**src/rtl/apb_cmd_master.sv**
```systemverilog
// apb_cmd_master: command FIFO feeding an APB3 master with a single-entry
// response slot. Define APB_TIMEOUT_EN to add the ACCESS watchdog.
module apb_cmd_master #(
  parameter int ADDR_W         = 8,
  parameter int DATA_W         = 32,
  parameter int FIFO_DEPTH     = 4,
  parameter int TIMEOUT_CYCLES = 16
) (
  input  logic              PCLK,
  input  logic              PRESET,
  input  logic              cmd_valid,
  output logic              cmd_ready,
  input  logic              cmd_write,
  input  logic [ADDR_W-1:0] cmd_addr,
  input  logic [DATA_W-1:0] cmd_wdata,
  output logic              rsp_valid,
  input  logic              rsp_ready,
  output logic              rsp_write,
  output logic [DATA_W-1:0] rsp_rdata,
  output logic              rsp_slverr,
  output logic              PSEL,
  output logic              PENABLE,
  output logic              PWRITE,
  output logic [ADDR_W-1:0] PADDR,
  output logic [DATA_W-1:0] PWDATA,
  input  logic [DATA_W-1:0] PRDATA,
  input  logic              PREADY,
  input  logic              PSLVERR,
  output logic              busy,
  output logic [7:0]        err_count,
  output logic              timeout
);

  localparam int PTR_W = (FIFO_DEPTH > 1) ? $clog2(FIFO_DEPTH) : 1;
  localparam int CNT_W = PTR_W + 1;
  localparam int ENT_W = 1 + ADDR_W + DATA_W;

  typedef enum logic [1:0] {
    S_IDLE,
    S_SETUP,
    S_ACCESS
  } state_t;

  state_t            state_q, state_d;
  logic [ENT_W-1:0]  mem_q [FIFO_DEPTH];
  logic [PTR_W-1:0]  wr_ptr_q, rd_ptr_q;
  logic [CNT_W-1:0]  cnt_q;
  logic              full, empty;
  logic              push, pop;
  logic              done, abort;
  logic              slot_free;
  logic              to_hit;
  logic              head_wr;
  logic [ADDR_W-1:0] head_addr;
  logic [DATA_W-1:0] head_data;

  logic              pwrite_q;
  logic [ADDR_W-1:0] paddr_q;
  logic [DATA_W-1:0] pwdata_q;
  logic              rsp_valid_q, rsp_write_q, rsp_slverr_q;
  logic [DATA_W-1:0] rsp_rdata_q;
  logic [7:0]        err_q;

  assign full      = (cnt_q == CNT_W'(FIFO_DEPTH));
  assign empty     = (cnt_q == '0);
  assign cmd_ready = !full && !PRESET;
  assign push      = cmd_valid && cmd_ready;
  assign slot_free = !rsp_valid_q || rsp_ready;

  assign {head_wr, head_addr, head_data} = mem_q[rd_ptr_q];

  // Command FIFO: pointers wrap naturally, occupancy drives full/empty.
  always_ff @(posedge PCLK) begin
    if (PRESET) begin
      wr_ptr_q <= '0;
      rd_ptr_q <= '0;
      cnt_q    <= '0;
    end else begin
      if (push) begin
        mem_q[wr_ptr_q] <= {cmd_write, cmd_addr, cmd_wdata};
        wr_ptr_q        <= wr_ptr_q + 1'b1;
      end
      if (pop)
        rd_ptr_q <= rd_ptr_q + 1'b1;
      if (push && !pop)
        cnt_q <= cnt_q + 1'b1;
      else if (!push && pop)
        cnt_q <= cnt_q - 1'b1;
    end
  end

`ifdef APB_TIMEOUT_EN
  localparam int TO_W = $clog2(TIMEOUT_CYCLES + 1);

  logic [TO_W-1:0] wcnt_q, wcnt_d;
  logic            timeout_q;

  assign to_hit  = (state_q == S_ACCESS) && !PREADY &&
                   (wcnt_q == TO_W'(TIMEOUT_CYCLES - 1));
  assign timeout = timeout_q;

  // Count consecutive stalled ACCESS cycles; clears on any other cycle.
  always_comb begin
    wcnt_d = '0;
    if (state_q == S_ACCESS && !PREADY && !to_hit)
      wcnt_d = wcnt_q + 1'b1;
  end

  // Watchdog counter and sticky abort flag.
  always_ff @(posedge PCLK) begin
    if (PRESET) begin
      wcnt_q    <= '0;
      timeout_q <= 1'b0;
    end else begin
      wcnt_q <= wcnt_d;
      if (abort)
        timeout_q <= 1'b1;
    end
  end
`else
  logic unused_cfg;

  assign unused_cfg = (TIMEOUT_CYCLES == 0);
  assign to_hit     = 1'b0;
  assign timeout    = 1'b0;
`endif

  // State register.
  always_ff @(posedge PCLK) begin
    if (PRESET)
      state_q <= S_IDLE;
    else
      state_q <= state_d;
  end

  // Next state, FIFO pop and transfer completion.
  always_comb begin
    state_d = state_q;
    pop     = 1'b0;
    done    = 1'b0;
    abort   = 1'b0;
    unique case (state_q)
      S_IDLE: begin
        if (!empty && slot_free) begin
          pop     = 1'b1;
          state_d = S_SETUP;
        end
      end
      S_SETUP: state_d = S_ACCESS;
      S_ACCESS: begin
        if (PREADY) begin
          done = 1'b1;
          if (!empty && rsp_ready) begin
            pop     = 1'b1;
            state_d = S_SETUP;
          end else begin
            state_d = S_IDLE;
          end
        end else if (to_hit) begin
          abort   = 1'b1;
          state_d = S_IDLE;
        end
      end
      default: state_d = S_IDLE;
    endcase
  end

  // Address/data phase registers, loaded as the FIFO head is popped.
  always_ff @(posedge PCLK) begin
    if (PRESET) begin
      pwrite_q <= 1'b0;
      paddr_q  <= '0;
      pwdata_q <= '0;
    end else if (pop) begin
      pwrite_q <= head_wr;
      paddr_q  <= head_addr;
      pwdata_q <= head_wr ? head_data : '0;
    end
  end

  // Single-entry response slot plus saturating error counter.
  always_ff @(posedge PCLK) begin
    if (PRESET) begin
      rsp_valid_q  <= 1'b0;
      rsp_write_q  <= 1'b0;
      rsp_rdata_q  <= '0;
      rsp_slverr_q <= 1'b0;
      err_q        <= '0;
    end else begin
      if (done || abort) begin
        rsp_valid_q  <= 1'b1;
        rsp_write_q  <= pwrite_q;
        rsp_rdata_q  <= (done && !pwrite_q) ? PRDATA : '0;
        rsp_slverr_q <= abort || PSLVERR;
      end else if (rsp_valid_q && rsp_ready) begin
        rsp_valid_q <= 1'b0;
      end
      if (((done && PSLVERR) || abort) && err_q != 8'hFF)
        err_q <= err_q + 1'b1;
    end
  end

  assign PSEL       = (state_q != S_IDLE);
  assign PENABLE    = (state_q == S_ACCESS);
  assign PWRITE     = pwrite_q;
  assign PADDR      = paddr_q;
  assign PWDATA     = pwdata_q;
  assign rsp_valid  = rsp_valid_q;
  assign rsp_write  = rsp_write_q;
  assign rsp_rdata  = rsp_rdata_q;
  assign rsp_slverr = rsp_slverr_q;
  assign err_count  = err_q;
  assign busy       = !empty || (state_q != S_IDLE);

endmodule

```
**config.mk**
```make
export PLATFORM = sky130hd
export DESIGN_NAME = apb_cmd_master
export DESIGN_NICKNAME = d
export VERILOG_FILES = /design/src/rtl/apb_cmd_master.sv
export SDC_FILE = /design/constraint.sdc
export NUM_CORES = 1
export LEC_CHECK = 0
export CAP_MARGIN = 20
export CORE_UTILIZATION = 35
export CTS_BUF_LIST = sky130_fd_sc_hd__clkbuf_16
export CTS_CLUSTER_DIAMETER = 30
export DETAILED_ROUTE_END_ITERATION = 6
export PLACE_DENSITY = 0.55
export SLEW_MARGIN = 15
export SYNTH_ARGS = -nofsm -noshare
export SYNTH_HDL_FRONTEND = slang
export SYNTH_SLANG_ARGS = --single-unit
```
**constraint.sdc**
```tcl
create_clock -name PCLK -period 6 [get_ports PCLK]
set_input_delay 1.5 -clock PCLK [delete_from_list [all_inputs] [get_ports PCLK]]
set_output_delay 1.5 -clock PCLK [all_outputs]
set_load 0.03 [all_outputs]
```
==> impl_metrics.tcl <==
set metrics [dict create \
    status "complete, no violations" \
    antenna_found_initial 0 \
    cp_max_fo 3 \
    cap_violations 0 \
    ant_nets 0 \
    clkTransAtPathRegs_ns 0.05 \
    core_area_um2 27000 \
    synth_nets 742 \
    path_buf_inv 2 \
    tns_ns 0 \
    synth_top_area_cell "edfxtp_1" \
    initial_core_util 0.357 \
    die-area_um2 28100 \
    dr_total_vias 5956 \
    diodes 0 \
    synth-edff-count 164 \
    critPathKind "primary input to primary output" \
    netlist_instances 656 \
    cts_max_path_buffers 3 \
    grt.overflow.total 0 \
    htree_levels 2 \
    io_buffers 166 \
    wl_per_cell_um 17.7 \
    cts_buffers 50 \
    clock_latency_ns 0.55 \
    yosysWarnings 0 \
    dr.pass1.iters 4 \
    hold_class "flop to flop" \
    synth_seq_cells 259 \
    num_rows 60 \
    synth_area_leaders "edfxtp_1 51%, dfxtp_1 20%, mux4_2 9.6%" \
    dr_wl_met3_mm 1.26 \
    cts_tree "yes" \
    wl_mm 21.6 \
    drv_slew 0 \
    grt_max_degree 95 \
    io_pins 168 \
    avgSynthCellArea_um2 14.7 \
    holdBufCountCts 0 \
    skew_ns 0.0328 \
    fmax_ghz 0.250 \
    cts_resized 0 \
    fp.dieW_um 168 \
    post_cts_buffers 0 \
    setup_ws_ns 2.00 \
    final_util 0.498 \
    cp.required_ns 4.50 \
    yosys.area.top_type_share 0.512 \
    syn_area_um2 9610 \
    async_flop_share 0 \
    crit_family "buffers and inverters" \
    finalSetupViolCount 0 \
    synth_common_cells "164 x edfxtp_1, 95 x dfxtp_1, 78 x a21oi_1" \
    power_leakage_nw 4.53 \
    synth_most_common_cell "edfxtp_1" \
    gp_congestion 0.806 \
    fin_crit_ns 4.00 \
    fp.dieH_um 168 \
    yosys_most_used_dff "edfxtp_1" \
    via_per_inst 4.88 \
    yosysUniqueCellTypes 40 \
    cpMaxStageDelayCell "clkdlybuf4s50_1" \
    grt_first_pass_wirelength_mm 34.0 \
    finalCritPeriodShare 0.666 \
    place_ws_ns 1.70 \
    cts_root_buf "clkbuf_16" \
    wl_met1_mm 9.68 \
    rsz0062_at_grt "no" \
    cp-start-kind "primary input" \
    power_mw 6.39 \
    dp_hpwl_mm 12.8 \
    cts.sinks 259 \
    timing.slew.headroom 0.319 \
    final_hold_viol_count 0 \
    end_kind "primary output" \
    worst_slew_pin_slew_ns 1.02 \
    drtIter0Drc 430 \
    dr_wl_met2_mm 10.2 \
    cp.arrival_ns 2.50 \
    drcViolationCount 0 \
    grt_usage 0.155 \
    slowest_delay_ns 0.72 \
    powerDensity_nw_per_um2 476 \
    drive_gt1_frac 0.166 \
    peakVddDrop_v 0.000278 \
    ys_seq_area_frac 0.710 \
    grt_pass1_vias 6301 \
    area_delta_synth_final_pct 39.6 \
    top_layer "met4" \
    cp_cell_sequence "buf_4 > a21oi_1 > clkdlybuf4s50_1" \
    nets 924 \
]
## sequential cells by signal (all words and copies together), names as in the netlist, named ones only
signal / flops
mem_q: 164
PWDATA: 32
rsp_rdata: 32
PADDR: 8
err_count: 8
cnt_q: 3
rd_ptr_q: 2
state_q: 2
wr_ptr_q: 2
PWRITE: 1
rsp_slverr: 1
rsp_valid: 1
rsp_write: 1
## final timing paths
check	from	end	slack, ns	cells past startpoint
setup / recovery	PRESET	cmd_ready	2.00	3
hold / removal	PWDATA[27]	PWDATA[27]	0.46	2
setup reg to reg	cnt_q[0]	cnt_q[2]	3.13	10
hold reg to reg	PWDATA[27]	PWDATA[27]	0.46	2
## power breakdown
part / switching (mW) / total (mW) / internal [mW]
combinational: 0.745 / 1.31 / 0.565
sequential: 0.186 / 2.28 / 2.09
clock: 0.936 / 2.80 / 1.86
total: 1.87 / 6.39 / 4.52
## worst min-delay path, stage by stage (launching register included)
cell	delay (ns)
dfxtp_1	0.30
nand2_1	0.05
a21oi_1	0.05
## per-stage QoR
step	instance area [um2]	instances	hold slack (ns)
3_3_place_gp	11600	1122	0.446
4_1_cts	13400	1220	0.456
2_1_floorplan	9610	656	0.459
6_report	13400	1220	0.455
3_5_place_dp	11700	1127	0.448
5_1_grt	13400	1220	0.474
## cells by family (layout without fill, tap and decap cells)
family,Yosys count,count (layout),share of synthesized area
DFF,259,259,0.710
muxes,47,47,0.102
xor gates and xnor gates,6,6,0.00547
other,1,1,0.000390
AOI/OAI and AO/OA,88,88,0.0483
adders and majority gates,7,7,0.00989
buffers and inverters,52,275,0.0212
and+or+nand+nor,196,196,0.102
## metal layers
metal / up-vias / global-route usage
li1: 2814 / -
met1: 2912 / 0.200
met2: 197 / 0.258
met3: 33 / 0.0362
met4: 0 / 0.0495
met5: - / 0
## layout by cell type, fill, tap and decap left out, types with 7 or more instances in the layout
cell type and n:
clkdlybuf4s50_1 165, edfxtp_1 164, nor2_1 51, nand2_1 54, nor3b_1 32, a21oi_1 78
bufinv_16 7, clkinvlp_4 8, mux4_2 41, nand3_1 33, dfxtp_1 92, inv_1 13
clkbuf_16 51
## final cells by class
cell class / count / area (um2)
multi-input combinational: 345 / 2590
tap: 341 / 427
fill: 2275 / 13500
sequential: 259 / 6830
inverter: 7 / 26.3
clock buffer: 51 / 1280
clock inverter: 42 / 470
timing repair buffer: 175 / 1800
Power figures use the tool's default switching activity.
